`config.mk`:
```
export PLATFORM = sky130hd
export DESIGN_NAME = pipe_stage_reg_flat
export DESIGN_NICKNAME = d
export VERILOG_FILES = /design/src/rtl/pipe_pkg.sv /design/src/rtl/pipe_stage_reg_if.sv /design/src/rtl/pipe_stage_reg.sv /design/src/flat_wrapper.sv
export SDC_FILE = /design/constraint.sdc
export NUM_CORES = 1
export LEC_CHECK = 0
export ABC_CLOCK_PERIOD_IN_PS = 1800
export CAP_MARGIN = 10
export CORE_ASPECT_RATIO = 0.8
export CORE_MARGIN = 4
export CORE_UTILIZATION = 38
export CTS_BUF_LIST = sky130_fd_sc_hd__clkbuf_16
export DETAILED_ROUTE_END_ITERATION = 10
export SLEW_MARGIN = 10
export SYNTH_ARGS = -nofsm -noshare
export SYNTH_HDL_FRONTEND = slang
export SYNTH_SLANG_ARGS = --single-unit
export TNS_END_PERCENT = 30
```
`constraint.sdc`:
```
create_clock -name clk -period 1.8 [get_ports clk]
set_input_delay 0.36 -clock clk [delete_from_list [all_inputs] [get_ports clk]]
set_output_delay 0.36 -clock clk [all_outputs]
set_load 0.05 [all_outputs]
```
`src/rtl/pipe_pkg.sv`:
```
// rtl/pipe_pkg.sv - shared types and sizing helpers for pipeline boundary registers
package pipe_pkg;

    typedef enum logic [1:0] {
        ST_EMPTY = 2'd0,
        ST_ONE   = 2'd1,
        ST_TWO   = 2'd2
    } pipe_state_t;

    localparam int DEFAULT_DATA_WIDTH = 32;
    localparam int DEFAULT_NUM_DATA   = 2;
    localparam int DEFAULT_CTRL_WIDTH = 2;

    // Payload is packed as {ctrl, data}
    function automatic int payload_w(input int ctrl_width, input int num_data, input int data_width);
        return ctrl_width + num_data * data_width;
    endfunction

endpackage

```
`src/rtl/pipe_stage_reg_if.sv`:
```
// rtl/pipe_stage_reg_if.sv - upstream/downstream handshake bundle of a pipeline boundary register
interface pipe_stage_reg_if
    import pipe_pkg::*;
#(
    parameter int DATA_WIDTH = DEFAULT_DATA_WIDTH,
    parameter int NUM_DATA   = DEFAULT_NUM_DATA,
    parameter int CTRL_WIDTH = DEFAULT_CTRL_WIDTH
);
    logic                           flush;
    logic                           in_valid;
    logic                           in_ready;
    logic [CTRL_WIDTH-1:0]          in_ctrl;
    logic [NUM_DATA*DATA_WIDTH-1:0] in_data;
    logic                           out_valid;
    logic                           out_ready;
    logic [CTRL_WIDTH-1:0]          out_ctrl;
    logic [NUM_DATA*DATA_WIDTH-1:0] out_data;
    logic [1:0]                     occupancy;

    // master drives the stage (pipeline control side), slave is the stage itself
    modport master (
        output flush, in_valid, in_ctrl, in_data, out_ready,
        input  in_ready, out_valid, out_ctrl, out_data, occupancy
    );

    modport slave (
        input  flush, in_valid, in_ctrl, in_data, out_ready,
        output in_ready, out_valid, out_ctrl, out_data, occupancy
    );

endinterface

```
`src/rtl/pipe_stage_reg.sv`:
```
// rtl/pipe_stage_reg.sv - valid/ready pipeline boundary register with optional 2-entry skid buffer
module pipe_stage_reg
    import pipe_pkg::*;
#(
    parameter int DATA_WIDTH = DEFAULT_DATA_WIDTH,
    parameter int NUM_DATA   = DEFAULT_NUM_DATA,
    parameter int CTRL_WIDTH = DEFAULT_CTRL_WIDTH,
    parameter int SKID       = 1
) (
    input logic                clk,
    input logic                rst,
    pipe_stage_reg_if.slave    bus
);

    localparam int DATA_ALL_W = NUM_DATA * DATA_WIDTH;
    localparam int PW         = payload_w(CTRL_WIDTH, NUM_DATA, DATA_WIDTH);

    pipe_state_t   state_q, state_d;
    logic [PW-1:0] main_q, main_d;
    logic [PW-1:0] skid_q, skid_d;
    logic [PW-1:0] in_payload;
    logic          in_ready;
    logic          out_valid;
    logic          in_fire;
    logic          out_fire;

    assign in_payload = {bus.in_ctrl, bus.in_data};
    assign out_valid  = (state_q != ST_EMPTY);
    assign in_fire    = bus.in_valid && in_ready;
    assign out_fire   = out_valid && bus.out_ready;

    generate
        if (SKID != 0) begin : g_skid
            assign in_ready = (state_q != ST_TWO);
        end else begin : g_noskid
            assign in_ready = !out_valid || bus.out_ready;
        end
    endgenerate

    // Whenever the stage goes empty the ctrl field is zeroed so a bubble never carries write-enables
    always_comb begin
        state_d = state_q;
        main_d  = main_q;
        skid_d  = skid_q;
        if (bus.flush) begin
            state_d                    = ST_EMPTY;
            main_d[PW-1 -: CTRL_WIDTH] = '0;
        end else begin
            unique case (state_q)
                ST_EMPTY: begin
                    if (in_fire) begin
                        state_d = ST_ONE;
                        main_d  = in_payload;
                    end
                end
                ST_ONE: begin
                    if (in_fire && out_fire) begin
                        main_d = in_payload;
                    end else if (in_fire && (SKID != 0)) begin
                        state_d = ST_TWO;
                        skid_d  = in_payload;
                    end else if (out_fire) begin
                        state_d                    = ST_EMPTY;
                        main_d[PW-1 -: CTRL_WIDTH] = '0;
                    end
                end
                ST_TWO: begin
                    if (out_fire) begin
                        state_d = ST_ONE;
                        main_d  = skid_q;
                    end
                end
                default: begin
                    state_d                    = ST_EMPTY;
                    main_d[PW-1 -: CTRL_WIDTH] = '0;
                end
            endcase
        end
    end

    always_ff @(posedge clk) begin
        if (rst) begin
            state_q <= ST_EMPTY;
            main_q  <= '0;
            skid_q  <= '0;
        end else begin
            state_q <= state_d;
            main_q  <= main_d;
            skid_q  <= skid_d;
        end
    end

    assign bus.in_ready  = in_ready;
    assign bus.out_valid = out_valid;
    assign bus.out_ctrl  = main_q[PW-1 -: CTRL_WIDTH];
    assign bus.out_data  = main_q[DATA_ALL_W-1:0];
    assign bus.occupancy = 2'(state_q);

    a_no_fire_when_full: assert property (@(posedge clk) disable iff (rst)
        !(in_fire && !in_ready));

    a_stall_stable: assert property (@(posedge clk) disable iff (rst)
        (out_valid && !bus.out_ready && !bus.flush) |=> (out_valid && $stable(main_q)));

    a_occ_noskid: assert property (@(posedge clk) disable iff (rst)
        (SKID != 0) || (state_q != ST_TWO));

endmodule

```
`src/flat_wrapper.sv`:
```
// flat-port wrapper written by rule: the top's interface ports become plain ports
module pipe_stage_reg_flat import pipe_pkg::*;
#(
    parameter int DATA_WIDTH = DEFAULT_DATA_WIDTH,
    parameter int NUM_DATA   = DEFAULT_NUM_DATA,
    parameter int CTRL_WIDTH = DEFAULT_CTRL_WIDTH,
    parameter int SKID       = 1
)
  (clk, rst, bus_flush, bus_in_valid, bus_in_ctrl, bus_in_data, bus_out_ready, bus_in_ready, bus_out_valid, bus_out_ctrl, bus_out_data, bus_occupancy);
  pipe_stage_reg_if #(.DATA_WIDTH(DATA_WIDTH), .NUM_DATA(NUM_DATA), .CTRL_WIDTH(CTRL_WIDTH)) bus_i ();
  input logic clk;
  input logic rst;
  input wire logic [$bits(bus_i.flush)-1:0] bus_flush;
  input wire logic [$bits(bus_i.in_valid)-1:0] bus_in_valid;
  input wire logic [$bits(bus_i.in_ctrl)-1:0] bus_in_ctrl;
  input wire logic [$bits(bus_i.in_data)-1:0] bus_in_data;
  input wire logic [$bits(bus_i.out_ready)-1:0] bus_out_ready;
  output wire logic [$bits(bus_i.in_ready)-1:0] bus_in_ready;
  output wire logic [$bits(bus_i.out_valid)-1:0] bus_out_valid;
  output wire logic [$bits(bus_i.out_ctrl)-1:0] bus_out_ctrl;
  output wire logic [$bits(bus_i.out_data)-1:0] bus_out_data;
  output wire logic [$bits(bus_i.occupancy)-1:0] bus_occupancy;
  assign bus_i.flush = bus_flush;
  assign bus_i.in_valid = bus_in_valid;
  assign bus_i.in_ctrl = bus_in_ctrl;
  assign bus_i.in_data = bus_in_data;
  assign bus_i.out_ready = bus_out_ready;
  assign bus_in_ready = bus_i.in_ready;
  assign bus_out_valid = bus_i.out_valid;
  assign bus_out_ctrl = bus_i.out_ctrl;
  assign bus_out_data = bus_i.out_data;
  assign bus_occupancy = bus_i.occupancy;
  pipe_stage_reg #(.DATA_WIDTH(DATA_WIDTH), .NUM_DATA(NUM_DATA), .CTRL_WIDTH(CTRL_WIDTH), .SKID(SKID)) u_core (.clk(clk), .rst(rst), .bus(bus_i));
endmodule
```
==> flow_metrics.py <==
metrics = {
    "detailed_routing": {
        "post_drt_wl_per_cell_um": 16.26,
        "detail_route.wirelength_um": 16940,
        "postRouteAntennaNets": 0,
        "remaining_drc_errors": 0,
        "drt_iter0_drc": 266,
        "vias_per_cell": 5.175,
        "dr.pass1.iters": 5,
        "vias": 5392,
    },
    "setup_path": {
        "critPathMaxStageDelay_ns": 0.36,
        "crit_arrival_ns": 1.39,
        "timing_worst_setup_path_type": "flop to output port",
        "crit_path_cells": "buf_4, or2_2, buf_12",
        "startpoint_types": "flop",
        "worst-r2r-setup-slack_ns": 0.23,
        "cp.required_ns": 1.44,
        "crit_path_end_kind": "output port",
        "critical_path.slowest_cell": "dfxtp_2",
        "timing.critical_path.fanout_max": 5,
        "worstReg2RegEnd": "u_core.main_q[0]$_SDFFE_PP0P_",
        "r2r-start": "u_core.bus.occupancy[1]$_SDFFE_PP0P_",
        "reg2regPathDepth": 7,
    },
    "global_routing": {
        "grt_start_max_net_pins": 81,
        "globalRoute.totalOverflow": 0,
        "grt.total_usage_pct": 18.45,
        "met1_usage_pct": 23.72,
        "wire_length_of_the_first_global_routing_pass_um": 26590,
        "globalRouteMet3Util_pct": 6.954,
        "grt-busiest-layer": "met2",
        "antenna_found_initial": 1,
        "use_met2_pct": 29.23,
        "via_count_of_the_first_global_routing_pass": 5196,
    },
    "timing": {
        "hold_slack_ns": 0.2598,
        "timing.setup.tns_ns": 0,
        "hold_viol_final": 0,
        "rsz0062_at_grt": "no",
        "final_min_period_ns": 1.749,
        "max_freq_ghz": 0.5719,
        "finalCritPeriodShare_pct": 97.15,
        "tightest_slew_ns": 0.5024,
        "setup_violations": 0,
        "maxSlewViolCount": 0,
        "worst_slack_ns": 0.05137,
        "skew_ns": 0.005572,
        "slew_headroom_pct": 66.51,
    },
    "logic_synthesis": {
        "synth-main-ff-cell": "dfxtp_1",
        "netlist_top_cells_count": "dfxtp_1 (134), nand2_1 (134), a21oi_1 (70)",
        "post_synthesis_register_bit_count": 134,
        "ys_top_cells_by_area": "dfxtp_1 (44%), mux2i_1 (11%), nand2_1 (8.2%)",
        "synth_fp_nets": 758,
        "synthesis.yosys.warnings": 0,
        "avg_synthesized_cell_area_um2": 8.911,
        "share_of_yosys_cell_area_claimed_by_the_top_area_cell_type_pct": 43.82,
        "post_synth_inst_count": 687,
        "synthArstFlopShare_pct": 0,
        "synth-seq-area-share_pct": 43.82,
        "yosysUniqueCellTypes": 29,
        "synth_edf_count": 0,
        "yosysTopAreaCell": "dfxtp_1",
        "post_synth_instance_area_mm2": 0.006122,
    },
    "clock_network": {
        "cts-root-buf": "clkbuf_16",
        "clock_latency_late_sink_ns": 0.41,
        "ctsHtreeMaxLevel": 4,
        "cts_hold_buf": 0,
        "numCtsBuffers": 17,
        "clock_tree.buffer_depth": 2,
        "cts_tree": "done",
        "worst_setup_hold_path_clk_slew_ns": 0.05,
        "clock-sinks": 134,
    },
    "min_path": {
        "hold_path_depth": 2,
        "hold_path.startpoint": "bus_flush",
        "min_delay_worst_endpoint": "u_core.main_q[4]$_SDFFE_PP0P_",
        "hold_class": "primary input to flop",
    },
    "floorplan": {
        "die_area_mm2": 0.01822,
        "initial_utilization_pct": 38.75,
        "placementRows": 41,
        "floorplan.die.height_um": 121.5,
        "placeableCoreArea_mm2": 0.01580,
        "io_pins": 141,
        "die_w_um": 149.9,
    },
    "place": {
        "preCtsSetupSlack_ns": -0.2147,
        "gpl.final_weighted_congestion": 0.8311,
        "dp_hpwl_um": 10760,
        "port_buffers": 140,
    },
    "cells_and_area": {
        "syn_to_layout_area_delta_pct": 35.23,
        "design.final.nets": 886,
        "drive_gt1_share_pct": 19.61,
    },
    "power": {
        "ir_drop_mv": 0.6091,
        "finalPower_uw": 7041,
        "leak_uw": 0.003562,
        "power_per_cell_area_mw_per_mm2": 850.4,
    },
    "outcome": {
        "run_status": "complete, no violations",
    },
    "job": {
        "drv_cap": 0,
    },
}
## cells in the final DEF (no fill, tap or decap), drive strengths merged
cell / n
diode: 1
mux2i: 65
nand2b: 2
a21oi: 70
clkbuf: 17
a2bb2oi: 1
and3b: 1
or2: 2
clkdlybuf4s50: 68
nor2: 3
nand2: 134
inv: 4
o2bb2ai: 2
nor2b: 65
buf: 111
and2: 1
o41ai: 64
or3: 1
bufbuf: 1
clkinv: 11
nor3: 2
dfxtp: 134
a32oi: 2
o21ai: 65
## where the power goes
| part | switching, uW | internal (uW) |
|---|---|---|
| Clock | 1180 | 1680 |
| Sequential | 52.2 | 3060 |
| Combinational | 650 | 425 |
## through the flow
| stage | cells | util, % | area [um^2] |
|---|---|---|---|
| 2_1_floorplan | 687 | - | 6122 |
| 3_3_place_gp | 999 | 48.50 | 7662 |
| 3_5_place_dp | 999 | 48.50 | 7662 |
| 4_1_cts | 1031 | 51.88 | 8198 |
| 5_1_grt | 1041 | 52.38 | 8277 |
| 6_report | 1042 | 52.40 | 8279 |
## area by class of cell
| type | instances | area [um^2] |
|---|---|---|
| Antenna cell | 1 | 2.502 |
| Inverter | 2 | 12.51 |
| Tap cell | 215 | 269.0 |
| Fill cell | 1523 | 7521 |
| Clock buffer | 17 | 425.4 |
| Timing Repair Buffer | 180 | 1733 |
| Multi-Input combinational cell | 480 | 3097 |
| Sequential cell | 134 | 2688 |
| Clock inverter | 13 | 52.55 |
## sequential cells by signal (all words and copies together), names as in the netlist
name,flops
u_core.main_q,66
u_core.skid_q,66
u_core.bus.occupancy,2
## logic make-up after synthesis
kind of cell | after synthesis | share of synthesized area (%)
buffers and inverters | 73 | 5.988
multiplexers | 65 | 10.63
flip-flops | 134 | 43.82
AND/OR/NAND/NOR | 211 | 16.21
AO/OA/AOI/OAI | 204 | 23.36
## how the worst max path moves through the flow
| stage | start | end | slack (ns) | cells after the start |
|---|---|---|---|---|
| floorplan | u_core.bus.occupancy[0]$_SDFFE_PP0P_ | u_core.skid_q[0]$_SDFFE_PP0P_ | 0.008 | 6 |
| global placement | bus_in_valid | u_core.skid_q[23]$_SDFFE_PP0P_ | -0.15 | 6 |
| detailed placement | bus_out_ready | u_core.main_q[47]$_SDFFE_PP0P_ | -0.21 | 7 |
| CTS | u_core.bus.occupancy[1]$_SDFFE_PP0P_ | bus_in_ready | 0.01 | 5 |
| global route | u_core.bus.occupancy[0]$_SDFFE_PP0P_ | bus_out_valid | 0.01 | 3 |
| finish | u_core.bus.occupancy[0]$_SDFFE_PP0P_ | bus_out_valid | 0.05 | 3 |
## critical path, delay by kind of cell (launching register included)
kind,cells,cell delay [ns]
buffers and inverters,2,0.32
flip-flops,1,0.36
AND/OR/NAND/NOR,1,0.30
## routing by layer
layer / vias to the layer above / part of all wire, %
met5: - / 0.077
met4: 2 / 0.86
met3: 14 / 6.8
met2: 143 / 46
met1: 2543 / 46
li1: 2690 / -
## what timing repair did
action | in CTS | in global routing
endpoints found under the setup margin | 1 | 1
gates resized for setup | 6 | 1
cloned | 1 | 0
setup buffers | 1 | 10
hold endpoints to repair | 0 | 0
pin swaps | 1 | 1
Note: power is estimated with default switching activity, not from simulation.
==> edit 1, RTL diff (same settings) <==
`SKID` is set to 1 in 2 places; all go to 0.
--- a/src/rtl/pipe_stage_reg.sv
+++ b/src/rtl/pipe_stage_reg.sv
@@ -6,5 +6,5 @@
     parameter int NUM_DATA   = DEFAULT_NUM_DATA,
     parameter int CTRL_WIDTH = DEFAULT_CTRL_WIDTH,
-    parameter int SKID       = 1
+    parameter int SKID       = 0
 ) (
     input logic                clk,
--- a/src/flat_wrapper.sv
+++ b/src/flat_wrapper.sv
@@ -5,5 +5,5 @@
     parameter int NUM_DATA   = DEFAULT_NUM_DATA,
     parameter int CTRL_WIDTH = DEFAULT_CTRL_WIDTH,
-    parameter int SKID       = 1
+    parameter int SKID       = 0
 )
   (clk, rst, bus_flush, bus_in_valid, bus_in_ctrl, bus_in_data, bus_out_ready, bus_in_ready, bus_out_valid, bus_out_ctrl, bus_out_data, bus_occupancy);
Formal check against the unedited RTL: not equivalent (Yosys sat finds a counterexample within 4 cycles, from zero or initial values and one cycle with rst high).
==> edit 1 against the original RTL <==
Register-to-register slack gained 0.22 ns. Sequential power is 49% lower. Count of clock-buffer cells in the layout fell by 8. Sequential cell count fell by 67. Non-clock buffer count is 31 lower. Synthesized area shrank 50%. Combinational power is 22% lower. Final area shrank 44%. Cell count is 48% lower. Worst setup slack better by 0.035 ns. Power decreased by 41%. Worst hold slack improved by 0.21 ns. Wire length decreased by 57%. Largest cell class unchanged. Highest routed layer is now met4.
==> edit 1: results (changes against the original RTL) <==
setup_path:
  path_max_fanout: 4  # was 5
  r2r_start: "u_core.bus.occupancy[0]"  # was u_core.bus.occupancy[1]
  crit_start: "bus_out_ready"  # was u_core.bus.occupancy[0]
  cp-endpoint: "bus_in_ready"  # was bus_out_valid
  worst_r2r_path_depth: 5  # was 7
  reg2reg_to: "u_core.main_q[10]"  # was u_core.main_q[0]
  cp.arrival_ns: 1.35  # was 1.39 ns
  reg2reg_setup_slack_ns: 0.45  # was 0.23 ns
detailed_routing:
  wl_met1_um: 3330  # was 7810 um
  met2_length_um: 2970  # was 7820 um
  routed-wl-met3_um: 1000  # was 1150 um
  wl_per_cell_um: 13.4  # was 16.3 um
  firstDrtPassIters: 4  # was 5
  avgViaCountPerCell: 4.29  # was 5.17
  top_layer: "met4"  # was met5
global_route:
  grt_first_pass_wirelength_um: 11200  # was 26600 um
  grt_use_total_pct: 14.9  # was 18.5%
  grt_use_met3_pct: 9.12  # was 6.95%
  grt_pass1_vias: 2246  # was 5196
  grtUsageMet1_pct: 19.2  # was 23.7%
  use_met2_pct: 20.9  # was 29.2%
  grt_max_degree: 132  # was 81
finish:
  nNetsFinal: 504  # was 886
  drive_gt1_share_pct: 22.1  # was 19.6%
  n_fill_cell: 725  # was 1523
  num_antenna_cells: 0  # was 1
logic_synthesis:
  yosysSeqAreaShare_pct: 43.6  # was 43.8%
  synth_fp_nets: 367  # was 758
  ys_types: 19  # was 29
  synth_area_leaders: "dfxtp_1 44%, nand2b_1 26%, mux2i_1 21%"  # was dfxtp_1 44%, mux2i_1 11%, nand2_1 8.2%
  synth_commonest_cells: "128 x nand2b_1, 67 x dfxtp_1, 65 x mux2i_1, 13 x clkbuf_1, 6 x buf_12"  # was 134 x dfxtp_1, 134 x nand2_1, 70 x a21oi_1
clock_network:
  post_cts_resized: 0  # was 6
  cts_buffers: 9  # was 17
  clk_latency_ns: 0.32  # was 0.41 ns
  h-tree-depth: 3  # was 4
  cts_setup_buffers: 0  # was 1
placement:
  hpwl_um: 5240  # was 10800 um
  place.gp.congestion: 0.707  # was 0.831
  place_area_sq_mm: 0.00438  # was 0.00766 sq mm
  place_ws_ns: -0.0412  # was -0.215 ns
  numPortBuffers: 139  # was 140
timing:
  finClkSkew_ns: 0.00670  # was 0.00557 ns
  timing.final.crit_share_pct: 95.2  # was 97.1%
worst_hold_path:
  hp-class: "register to register"  # was input pin to register
status:
  status: "finished, final reports clean"  # unchanged
power:
  peakVddDrop_uv: 485  # was 609 uV
## edit 1: worst min-delay path by stage
stage,endpoint,slack [ns],depth (start not counted)
after detailed placement,u_core.main_q[42],0.46,2
after floorplan,u_core.main_q[64],0.44,1
after CTS,u_core.main_q[11],0.47,2
after global routing,u_core.main_q[38],0.49,2
final,u_core.main_q[11],0.47,2
after global placement,u_core.main_q[30],0.46,2
## edit 1: kinds of logic after synthesis
logic type             count (synthesis)  share of synthesized area, %
AOI/OAI and AO/OA                      4                         0.934
buffers and inverters                 24                          6.62
DFF                                   67                          43.6
muxes                                 65                          21.1
other                                  1                         0.122
and+or+nand+nor                      135                          27.6
## edit 1: layout make-up
| class | instances | area (sq um) | share of cell area (%) |
|---|---|---|---|
| clock inverters | 7 | 67.6 | 1.44 |
| inverters | 1 | 3.75 | 0.0803 |
| repair buffers | 149 | 1360 | 29.2 |
| flip-flops and latches | 67 | 1340 | 28.7 |
| clock buffers | 9 | 225 | 4.82 |
| multi-input cells | 205 | 1540 | 32.9 |
| well taps | 108 | 135 | 2.89 |
## edit 1: metrics by stage
step	instances	hold slack, ns	power, uW
2_1_floorplan	296	0.438	2160
3_3_place_gp	530	0.458	2480
3_5_place_dp	530	0.464	2480
4_1_cts	546	0.475	4240
5_1_grt	546	0.488	4340
6_report	546	0.470	4160
## edit 1: critical path, stage by stage
cell,delay [ns]
clkdlybuf4s50_1,0.46
nor2b_4,0.16
buf_4,0.14
inv_1,0.07
buf_12,0.15
## edit 1: power breakdown
| part | switching [uW] | total [uW] | internal (uW) |
|---|---|---|---|
| combinational | 459 | 842 | 382 |
| sequential | 41.5 | 1600 | 1560 |
| clock | 649 | 1720 | 1070 |
==> edit 2, RTL diff (config.mk and constraints unchanged) <==
Without the edit above. Reset style: asynchronous (`rst`), changed in one clocked block.
--- a/src/rtl/pipe_stage_reg.sv
+++ b/src/rtl/pipe_stage_reg.sv
@@ -79,5 +79,5 @@
     end
 
-    always_ff @(posedge clk) begin
+    always_ff @(posedge clk or posedge rst) begin
         if (rst) begin
             state_q <= ST_EMPTY;
Function: differs if rst is asserted again (counterexample within 4 cycles, from zero or initial values and one cycle with rst high); with rst held inactive, the same outputs for 4 cycles.
==> edit 2 against the original RTL <==
Global-route usage shrank 3.2 points. Cell count shrank 25%. Final area grew 4.1%. Register-to-register slack lost 0.17 ns. Via count shrank 31%. Synthesized area shrank 0.31%. Sequential share of layout area grew 6.5 points. Sequential cell count is the same. Worst setup slack lost 0.011 ns. Wire length shrank 18%. Critical endpoint is now u_core.main_q[11]. Highest routed layer is now met4.
Power is not compared: it rests on default switching activity, and its combinational part moved more than twofold at a synthesized area within 25%.
==> edit 2: results (changes against the original RTL) <==
status:
  status: "finished, final reports clean"  # unchanged
timing:
  fin_hold_ws_ns: 0.254  # was 0.260 ns
  finClkSkew_ns: 0.0156  # was 0.00557 ns
  post-route-min-period_ns: 1.76  # was 1.75 ns
  tightest_slew_ns: 0.335  # was 0.502 ns
global_route:
  grt_use_total_pct: 15.2  # was 18.5%
  grt_pass1_vias: 3907  # was 5196
  antenna_found_initial: 0  # was 1
  grt_max_degree: 53  # was 81
  grt_first_pass_wirelength_um: 21200  # was 26600 um
worst_hold_path:
  hp-class: "input pin to asynchronous set/reset pin"  # was input pin to register
setup_path:
  reg2reg_to: "u_core.main_q[11]"  # was u_core.main_q[0]
  r2r_start: "u_core.bus.occupancy[1]"  # unchanged
  path_max_fanout: 7  # was 5
  cp.arrival_ns: 2.06  # was 1.39 ns
  end_kind: "register"  # was output pin
  crit_start: "bus_in_valid"  # was u_core.bus.occupancy[0]
  reg2reg_setup_slack_ns: 0.06  # was 0.23 ns
  worst_r2r_path_depth: 7  # unchanged
power:
  p_leak_uw: 0.00399
  peakVddDrop_uv: 634
  switchingPower_uw: 3370
logic_synthesis:
  yosysSeqAreaShare_pct: 54.9  # was 43.8%
  synth_area_leaders: "dfrtp_1 55%, mux2_2 25%, mux2_4 15%"  # was dfxtp_1 44%, mux2i_1 11%, nand2_1 8.2%
  ys_types: 25  # was 29
  async_reset_ff_share_pct: 100  # was 0%
  ys_warn_count: 0  # unchanged
  syn_avg_cell_area_sq_um: 16.1  # was 8.91 sq um
  synth_fp_nets: 451  # was 758
  synth_commonest_cells: "134 x dfrtp_1, 134 x mux2_2, 60 x mux2_4, 8 x buf_2, 7 x buf_6"  # was 134 x dfxtp_1, 134 x nand2_1, 70 x a21oi_1
  ys.flop_type: "dfrtp_1"  # was dfxtp_1
detailed_routing:
  routed_wl_um: 13900  # was 16900 um
  via_count: 3716  # was 5392
  drt-initial-drc-count: 105  # was 266
  firstDrtPassIters: 4  # was 5
  wl_per_cell_um: 17.7  # was 16.3 um
clock_network:
  h-tree-depth: 4  # unchanged
  clockRootBuffer: "clkbuf_16"  # unchanged
  cts.clk_slew.worst_paths_ns: 0.06
  cts_buffers: 17  # unchanged
  clk_latency_ns: 0.42
  clockBufferDepth: 2  # unchanged
placement:
  place.gp.congestion: 0.847  # was 0.831
  numPortBuffers: 140  # unchanged
  hpwl_um: 8840  # was 10800 um
  place_inst: 734  # was 999
  place_ws_ns: -0.353  # was -0.215 ns
  place_area_sq_mm: 0.00777  # was 0.00766 sq mm
finish:
  num_antenna_cells: 0  # was 1
  n_fill_cell: 1319  # was 1523
  nNetsFinal: 627  # was 886
  drive_gt1_share_pct: 59.9  # was 19.6%
edit 2: cell types whose count changed in the layout (fill, tap and decap cells not counted), sizes merged, moves of 64 or more:
cell / delta
mux2: +194
dfrtp: +134
dfxtp: -134
nand2: -134
a21oi: -69
o41ai: -64
edit 2: cell families after synthesis:
kind of cell | count (synthesis) | share of synthesized area (%)
flip-flops | 134 | 54.9
XOR/XNOR | 1 | 0.144
AO/OA/AOI/OAI | 10 | 1.11
multiplexers | 197 | 40.0
buffers and inverters | 25 | 2.69
AND/OR/NAND/NOR | 13 | 1.15
edit 2: per-layer routing:
metal  vias up  global-route usage (%)  routed length (um)
met4         0                    4.86                 113
met3        12                    6.12                 933
met2        93                    22.4                6380
met1      1881                    20.5                6440
li1       1730                       -                   -
met5         -                       0                   0
edit 2: cell type report:
type	instances	area, sq um	share of cell area (%)
Clock buffer	17	425	4.93
Tap cell	215	269	3.12
Timing Repair Buffer	180	1780	20.7
Multi-Input combinational cell	221	2630	30.4
Inverter	2	13.8	0.160
Sequential cell	134	3360	38.9
Clock inverter	15	149	1.73
edit 2: timing repair:
action / CTS / global route
buffers inserted: 4 / 9
pin swaps: 0 / 2
setup endpoints to repair: 2 / 43
resized for setup: 8 / 8
cloned: 0 / 6
edit 2: critical path, cell delays in order:
cell and delay, ns:
clkdlybuf4s50_1 0.50, nor2b_4 0.21, nand2b_1 0.12, a21o_4 0.25, buf_4 0.15, clkbuf_16 0.16, mux2_4 0.30
edit 2: power groups by stage:
stage / clock (uW) / combinational, uW / sequential (uW)
CTS: 3490 / 3120 / 4150
global placement: 0 / 3050 / 4160
detailed placement: 0 / 3110 / 4190
floorplan: 0 / 1120 / 5150
finish: 3390 / 3170 / 4160
global route: 3630 / 3350 / 4230
